--- config.mk ---
export PLATFORM = sky130hd
export DESIGN_NAME = thinning_stream
export DESIGN_NICKNAME = d
export VERILOG_FILES = /design/src/rtl/thinning_stream.sv
export SDC_FILE = /design/constraint.sdc
export NUM_CORES = 1
export LEC_CHECK = 0
export BUFFER_PORTS_ARGS = -buffer_cell sky130_fd_sc_hd__buf_2
export CORE_MARGIN = 2
export CORE_UTILIZATION = 57
export CTS_BUF_LIST = sky130_fd_sc_hd__clkbuf_16
export CTS_CLUSTER_DIAMETER = 100
export CTS_CLUSTER_SIZE = 16
export DETAILED_ROUTE_END_ITERATION = 10
export HOLD_SLACK_MARGIN = 0.03
export PLACE_DENSITY = 0.73
export SYNTH_ARGS = -nofsm -noshare
export SYNTH_HDL_FRONTEND = slang
export SYNTH_SLANG_ARGS = --single-unit
--- constraint.sdc ---
create_clock -name clk -period 6.5 [get_ports clk]
set_clock_uncertainty 0.15 [all_clocks]
set_input_delay 1.3 -clock clk [delete_from_list [all_inputs] [get_ports clk]]
set_output_delay 1.3 -clock clk [all_outputs]
set_load 0.03 [all_outputs]
--- src/rtl/thinning_stream.sv ---
// Streaming Zhang-Suen thinning sub-iteration over a binary raster frame.
// A delay chain spanning two image lines plus the 3x3 window feeds a registered output stage.
module thinning_stream #(
   parameter int IMG_WIDTH  = 320,
   parameter int IMG_HEIGHT = 240,
   parameter int CNT_W      = $clog2(IMG_WIDTH*IMG_HEIGHT+1)
)(
   input  logic             clk,
   input  logic             rst,
   input  logic             start,
   input  logic             step_sel,
   input  logic             in_pixel,
   input  logic             in_valid,
   output logic             in_ready,
   output logic             out_pixel,
   output logic             out_valid,
   input  logic             out_ready,
   output logic             busy,
   output logic             frame_done,
   output logic [CNT_W-1:0] changed_count
);

   localparam int COL_W  = $clog2(IMG_WIDTH);
   localparam int ROW_W  = $clog2(IMG_HEIGHT);
   localparam int HIST_W = 2*IMG_WIDTH+3;
   localparam logic [COL_W-1:0] LAST_COL = COL_W'(IMG_WIDTH-1);
   localparam logic [ROW_W-1:0] LAST_ROW = ROW_W'(IMG_HEIGHT-1);

   typedef enum logic [2:0] {IDLE, FILL, RUN, FLUSH, DONE} state_t;

   state_t state, stateNext;

   logic [HIST_W-1:0] hist, histNext;
   logic [COL_W-1:0]  inCol, outCol;
   logic [ROW_W-1:0]  inRow, outRow;
   logic              stepReg, allOut, outDel;
   logic              transfer, outFree, acceptIn, produce, startOk;
   logic              lastIn, fillDone, lastOut;
   logic              northOk, southOk, westOk, eastOk;
   logic              p1, p2, p3, p4, p5, p6, p7, p8, p9;
   logic [7:0]        nb;
   logic [3:0]        bCount, aCount;
   logic              stepOk, del;

   assign transfer = out_valid & out_ready;
   assign outFree  = ~out_valid | out_ready;
   assign in_ready = (state == FILL) | ((state == RUN) & outFree);
   assign acceptIn = in_ready & in_valid;
   assign produce  = ((state == RUN) & acceptIn) | ((state == FLUSH) & ~allOut & outFree);
   assign startOk  = (state == IDLE) & start;
   assign busy       = (state != IDLE);
   assign frame_done = (state == DONE);

   assign lastIn   = (inRow == LAST_ROW) & (inCol == LAST_COL);
   assign fillDone = (inRow == ROW_W'(1)) & (inCol == '0);
   assign lastOut  = (outRow == LAST_ROW) & (outCol == LAST_COL);

   // Newest sample sits at bit 0; the centre pixel is IMG_WIDTH+1 samples behind it.
   assign histNext = {hist[HIST_W-2:0], acceptIn ? in_pixel : 1'b0};

   assign northOk = (outRow != '0);
   assign southOk = (outRow != LAST_ROW);
   assign westOk  = (outCol != '0);
   assign eastOk  = (outCol != LAST_COL);

   assign p1 = histNext[IMG_WIDTH+1];
   assign p2 = histNext[2*IMG_WIDTH+1] & northOk;
   assign p3 = histNext[2*IMG_WIDTH]   & northOk & eastOk;
   assign p4 = histNext[IMG_WIDTH]     & eastOk;
   assign p5 = histNext[0]             & southOk & eastOk;
   assign p6 = histNext[1]             & southOk;
   assign p7 = histNext[2]             & southOk & westOk;
   assign p8 = histNext[IMG_WIDTH+2]   & westOk;
   assign p9 = histNext[2*IMG_WIDTH+2] & northOk & westOk;

   // Neighbour count B, clockwise 0->1 transition count A, and the deletion decision.
   always_comb begin
      nb     = {p9, p8, p7, p6, p5, p4, p3, p2};
      bCount = '0;
      aCount = '0;
      for (int i = 0; i < 8; i++) begin
         bCount = bCount + {3'b000, nb[i]};
         aCount = aCount + {3'b000, ~nb[i] & nb[(i+1)%8]};
      end
      if (stepReg)
         stepOk = ~(p2 & p4 & p8) & ~(p2 & p6 & p8);
      else
         stepOk = ~(p2 & p4 & p6) & ~(p4 & p6 & p8);
      del = p1 & (bCount >= 4'd2) & (bCount <= 4'd6) & (aCount == 4'd1) & stepOk;
   end

   // Frame sequencing state register.
   always_ff @(posedge clk) begin
      if (rst)
         state <= IDLE;
      else
         state <= stateNext;
   end

   // Next-state logic: the FLUSH phase ends only once the final output has been taken.
   always_comb begin
      stateNext = state;
      case (state)
         IDLE:    if (start) stateNext = FILL;
         FILL:    if (acceptIn && fillDone) stateNext = RUN;
         RUN:     if (acceptIn && lastIn) stateNext = FLUSH;
         FLUSH:   if (transfer && allOut) stateNext = DONE;
         DONE:    stateNext = IDLE;
         default: stateNext = IDLE;
      endcase
   end

   // Datapath: delay chain, raster counters, output register and deletion counter.
   always_ff @(posedge clk) begin
      if (rst) begin
         hist          <= '0;
         inCol         <= '0;
         inRow         <= '0;
         outCol        <= '0;
         outRow        <= '0;
         stepReg       <= 1'b0;
         allOut        <= 1'b0;
         outDel        <= 1'b0;
         out_valid     <= 1'b0;
         out_pixel     <= 1'b0;
         changed_count <= '0;
      end else if (startOk) begin
         stepReg       <= step_sel;
         changed_count <= '0;
         allOut        <= 1'b0;
         inCol         <= '0;
         inRow         <= '0;
         outCol        <= '0;
         outRow        <= '0;
      end else begin
         if (acceptIn || produce)
            hist <= histNext;
         if (acceptIn) begin
            if (inCol == LAST_COL) begin
               inCol <= '0;
               inRow <= (inRow == LAST_ROW) ? '0 : inRow + 1'b1;
            end else begin
               inCol <= inCol + 1'b1;
            end
         end
         if (produce) begin
            if (outCol == LAST_COL) begin
               outCol <= '0;
               outRow <= (outRow == LAST_ROW) ? '0 : outRow + 1'b1;
            end else begin
               outCol <= outCol + 1'b1;
            end
            if (lastOut)
               allOut <= 1'b1;
            out_valid <= 1'b1;
            out_pixel <= p1 & ~del;
            outDel    <= del;
         end else if (transfer) begin
            out_valid <= 1'b0;
         end
         if (transfer && outDel)
            changed_count <= changed_count + 1'b1;
      end
   end

endmodule

==> Word level (Yosys, flattened, before mapping) <==
Cells that the tools add are included.
{ "word_totals": {"regBits": 701, "ramBits": 0, "output_inout_bits": 22, "word_cells": 144, "rom_bits": 0, "n_memories": 0, "latchBits": 0, "input_bits": 7} }
{ "op_classes": {"muxes": 13, "bitwise": 63, "div": 0, "shifts": 0, "n_reduce_logical": 19, "n_eq_ne": 16, "n_addsub": 19, "magnitude_cmp": 2, "multipliers": 0} }
{ "ops": {"columns": ["op", "count"], "rows": [
  ["AND 1 bit", 44],
  ["adder 4 x 1 -> 4 bit", 8],
  ["adder 9 x 1 -> 9 bit, second input constant", 2],
  ["== test 9 bit, second input constant", 2],
  ["2-to-1 mux 9 bit", 2],
  ["adder 17 x 1 -> 17 bit, second input constant", 1],
  ["adder 8 x 1 -> 8 bit, second input constant", 2],
  ["== test 8 bit, second input constant", 2],
  ["2-to-1 mux 8 bit", 2],
  ["inverter 1 bit", 16],
  ["2-to-1 mux 3 bit", 4],
  ["one-hot mux 3 bit (4 select lines)", 1],
  ["AND reduction 2 bit", 6],
  ["zero test 9 bit", 1],
  ["!= test 9 bit, second input constant", 1],
  ["nonzero test 9 bit", 1],
  ["adder 3 x 1 -> 4 bit", 2],
  ["== test 8 x 1 -> 1 bit, second input constant", 1],
  ["!= test 8 bit, second input constant", 1],
  ["nonzero test 8 bit", 1],
  ["adder 2 x 1 -> 3 bit", 2],
  ["== test 3 x 2 -> 1 bit, second input constant", 2],
  ["!= test 2 x 1 -> 1 bit, second input constant", 3],
  ["adder 1 x 1 -> 2 bit", 2],
  ["other kinds (15)", 23]
]} }

==> Logic depth before layout (Yosys ltp) <==
{ "depth": {"ltp_word": 20, "depth_mapped": 20, "ltp_nobuf": 20} }

==> Worst setup path before layout <==
OpenSTA, ideal clock, no wires.
{ "synth_timing": {"kind": "input -> register", "from": "input port out_ready", "to": "register outDel", "setup_ns": 0.059, "cell_stages": 19, "required_ns": 6.291, "t_arrival_ns": 5.303, "path_buffers": 1, "setup_slack_ns": 0.988, "cell_sequence": "nand2b_1 and3b_1 buf_2 o21ai_4 nor3_1 fa_1 inv_1 fa_1 inv_1 fa_1 ha_1 inv_1 fa_1 xor2_1 a22o_1 nor4_1 o311ai_0 nor3_1 a22o_1"} }
{ "synth_via": {"elab_chain_len": 17, "word_cells_on_any_way": 32, "classes_between": "add/sub (11); order compare (2); eq/ne (1); mux (1); bitwise (16); reduce/logical (1)"} }
{ "synth_lines": {"columns": ["item", "line", "rtl"], "rows": [
  ["start, declared", "17", "input logic out_ready,"],
  ["OR 1 bit *", "46", "assign outFree = ~out_valid | out_ready;"],
  ["AND 1 bit", "47", "assign in_ready = (state == FILL) | ((state == RUN) & outFree);"],
  ["OR 1 bit", "47", null],
  ["AND 1 bit", "48", "assign acceptIn = in_ready & in_valid;"],
  ["2-to-1 mux 1 bit", "59", "assign histNext = {hist[HIST_W-2:0], acceptIn ? in_pixel : 1'b0};"],
  ["AND 1 bit (2 in a row)", "70", "assign p5 = histNext[0] & southOk & eastOk;"],
  ["adder 3 x 1 -> 4 bit (tied with other cells)", "82", "bCount = bCount + {3'b000, nb[i]};"],
  ["adder 4 x 1 -> 4 bit (tied with other cells)", "82", null],
  ["adder 4 x 1 -> 4 bit / adder 3 x 1 -> 4 bit (equally long branches)", "82, 83", null],
  ["adder 4 x 1 -> 4 bit (on tied branches) (2 in a row)", "82, 83", null],
  ["greater-or-equal comparator 4 x 2 -> 1 bit / adder 4 x 1 -> 4 bit (equally long branches)", "89, 83", null],
  ["AND 1 bit / adder 4 x 1 -> 4 bit (equally long branches)", "89, 83", null],
  ["AND 1 bit / == test 4 x 1 -> 1 bit (equally long branches)", "89", "del = p1 & (bCount >= 4'd2) & (bCount <= 4'd6) & (aCount == 4'd1) & stepOk;"],
  ["AND 1 bit (2 in a row)", "89", null],
  ["end signal, assigned", "157", "outDel <= del;"],
  ["end, declared", "36", "logic stepReg, allOut, outDel;"]
]} }
Every way passes the cells marked *; elsewhere a longest branch is shown, timed or not.
A chain may end at the register's enable or synchronous reset.

==> Final worst setup path <==
Same ends and word-level chain as after synthesis.

==> metrics.md <==
| Metric | Value |
|---|---|
| EDFF count, synth | `0` |
| Area share of the largest cell type after synthesis | `0.549` |
| Critical path launch point type | `input port` |
| Area growth from synthesis to layout | `4.12%` |
| Post-synth top cells | `nand2_1, dfxtp_1, a21oi_1` |
| Vias | `18,900` |
| Share of the yosys chip area belonging to registers | `0.549` |
| DR iter-0 viols | `1,216` |
| Final Wtd Congestion | `0.780` |
| R2R Setup Slk | `1380 ps` |
| Crit path buf inv count | `4` |
| Post-synth top area cell | `dfxtp_1` |
| Worst min path class | `reg2reg` |
| Longest Clk Path Bufs | `3` |
| Clock Sinks | `701` |
| DR vias/cell | `5.19` |
| Most numerous cell in the Yosys netlist | `nand2_1` |
| Period minus WS final | `5390 ps` |
| Critical Path Most Common Cell | `fa_1` |
| Final core occ | `0.602` |
| Fin nets | `3,084` |
| Tcrit/Tclk final | `0.829` |
| Worst slew pin tran | `1010 ps` |
| Die X-Extent | `216 microns` |
| Initial antenna violation count | `0` |
| CTS tree | `done` |
| Crit Path Category | `in2reg` |
| Worst slack, placed | `455 ps` |
| Fraction of registers with async set/reset | `0` |
| Pin count of the biggest net entering global routing | `182` |
| Top_reg_cell synth | `dfxtp_1` |
| Post-CTS resize count | `0` |
| Ys Warns | `0` |
| Achievable frequency | `186 MHz` |
| Row count | `77` |
| Setup ws final | `1110 ps` |
| Initial Utilization | `0.578` |
| Avg Cell Area, Syn | `8.03 sq um` |
| GRT Util Overall | `0.179` |
| Critical Path Max Stage Delay | `530 ps` |
| Largest cells by area after synthesis | `dfxtp_1, nand2_1, a21oi_1, buf_6, buf_2` |
| Storage element area | `0.0140 sq mm` |
| Mapped Cells | `3,184` |
| Port bufs | `28` |
| Syn nets | `3,215` |
| Layout cells sized above 1 | `0.0354` |
| Final Hold Vio Count | `0` |
| Worst Setup End Kind | `flop` |
| Final max-slew violation count | `0` |
| Routed WL | `42,200 microns` |
| CP max stage cell | `fa_1` |
| VDD IR max | `0.000195 V` |
| Pwr per Cell Area | `284 mW/mm^2` |
| Hold-fix buffers, CTS | `0` |
| Antenna Nets Post-Route | `0` |
| Largest fanout on the critical path | `9` |
| Core area | `0.0442 sq mm` |
| Clk slew on worst S/H paths | `70 ps` |
| Final Setup Violations | `0` |
| Grt ovf | `0` |
| Placed Area | `0.0253 sq mm` |
| Global-route wire length before repair | `74,100 microns` |
| Pre-antenna DRT Iters | `5` |
| Die footprint | `0.0466 sq mm` |
| Io pins | `29` |
| Post-detailed-route wirelength per cell | `11.6 microns` |
| Area of the multi-input gates | `0.0101 sq mm` |
| Total CTS buffers | `49` |
| RSZ-0062 raised after global routing | `no` |
| Outcome | `complete, no violations` |
| Design Area, Final | `0.0266 sq mm` |
| Synthesized cell area | `0.0256 sq mm` |
| Critical Path RT | `6880 ps` |
| Die Span Y | `216 microns` |
| Worst-Skew Late Latency | `600 ps` |
| Htree depth | `2` |
| Dpl cells | `3,594` |
| Worst EP arrival | `5770 ps` |
| Vias in the first global route | `17,500` |
| Setup bufs post-CTS | `0` |
| Drt drc | `0` |
| Leak pwr | `8.48 nW` |
| Distinct cells, synth | `56` |
| Root Buffer | `clkbuf_16` |
| Final setup TNS | `0 ps` |
| Placed wire-length estimate | `23,400 microns` |
| Finished Layout Cells | `3,647` |
| #FFs+latches synth | `701` |
| # fillers | `3,855` |
| Top delay family on crit path | `adder cells` |
| Max_cap viols | `0` |
| Antenna Cells | `0` |
| CP Cell Sequence | `buf_2, nand2b_1, and3b_1, o21ai_4, nor3_1, fa_1, inv_1, fa_1, inv_1, fa_1, ha_1, inv_1, fa_1, xor2_1, a22o_1, nor4_1, o311ai_0, nor3_1, a22o_1` |
| Max-slew headroom at the worst pin | `0.326` |
## routing by layer
layer	up-vias	GRT usage	part of all wire
li1	9927	-	-
met1	8771	0.216	0.47
met2	180	0.324	0.48
met3	61	0.0328	0.031
met4	0	0.0508	0.019
met5	-	0	0
## per-stage QoR
step / hold WS (ps) / power [mW]
floorplan: 282 / 4.95
global placement: 287 / 4.94
detailed placement: 293 / 4.94
global route: 314 / 7.87
CTS: 300 / 7.66
finish: 294 / 7.56
## flip-flops by register name (all words and copies together), names as in the netlist
name / count
hist: 642
outRow: 8
inCol: 9
inRow: 8
stepReg: 1
out_valid: 1
changed_count: 17
outDel: 1
outCol: 9
out_pixel: 1
state: 3
allOut: 1
## logic make-up after synthesis
| group | after synthesis | share of synthesized area |
|---|---|---|
| xor gates and xnor gates | 40 | 0.0137 |
| adders and majority gates | 24 | 0.0138 |
| buffers and inverters | 245 | 0.0556 |
| muxes | 3 | 0.00117 |
| DFF | 701 | 0.549 |
| and+or+nand+nor | 1484 | 0.230 |
| AOI/OAI and AO/OA | 687 | 0.137 |
## power by group
part	internal (mW)	switching, mW	leakage [nW]
Sequential	4.30	0.00781	5.64
Clock	1.34	1.37	0.626
Combinational	0.0616	0.473	2.21
Total	5.70	1.86	8.48
## area by class of cell
type | count | share of cell area
flip-flops and latches | 701 | 0.527
multi-input cells | 2238 | 0.380
clock buffers | 49 | 0.0461
well taps | 592 | 0.0278
repair buffers | 43 | 0.0141
inverters | 20 | 0.00282
clock inverters | 4 | 0.00174
## final timing paths
path,from,cells after the start,to
setup reg to reg,outCol[1],18,outDel
hold reg to reg,hist[475],2,hist[476]
setup / recovery,out_ready,19,outDel
hold / removal,hist[475],2,hist[476]
## worst reg2reg max path, cell delays in order, from the launching register on
cell and delay (ps):
dfxtp_1 370, ha_1 190, nand2_1 100, nor4_2 560, nor2_1 180, fa_1 560
inv_1 50, fa_1 530, inv_1 60, fa_1 530, ha_1 160, inv_1 50
fa_1 370, xor2_1 160, a22o_1 190, nor4_1 190, o311ai_0 170, nor3_1 300
a22o_1 190
## placed cells by master, fill, tap and decap left out, types with 10 or more instances in the layout
cell type     n
nor2_1       58
dfxtp_1     701
buf_2        27
xnor2_1      22
nand2_1    1317
xor2_1       18
a21oi_1     660
nand3_1      17
nor3_1       12
and3_1       10
nand4_1      10
clkbuf_16    49
ha_1         17
inv_1        20
No activity file was read; power rests on OpenSTA's default activity.
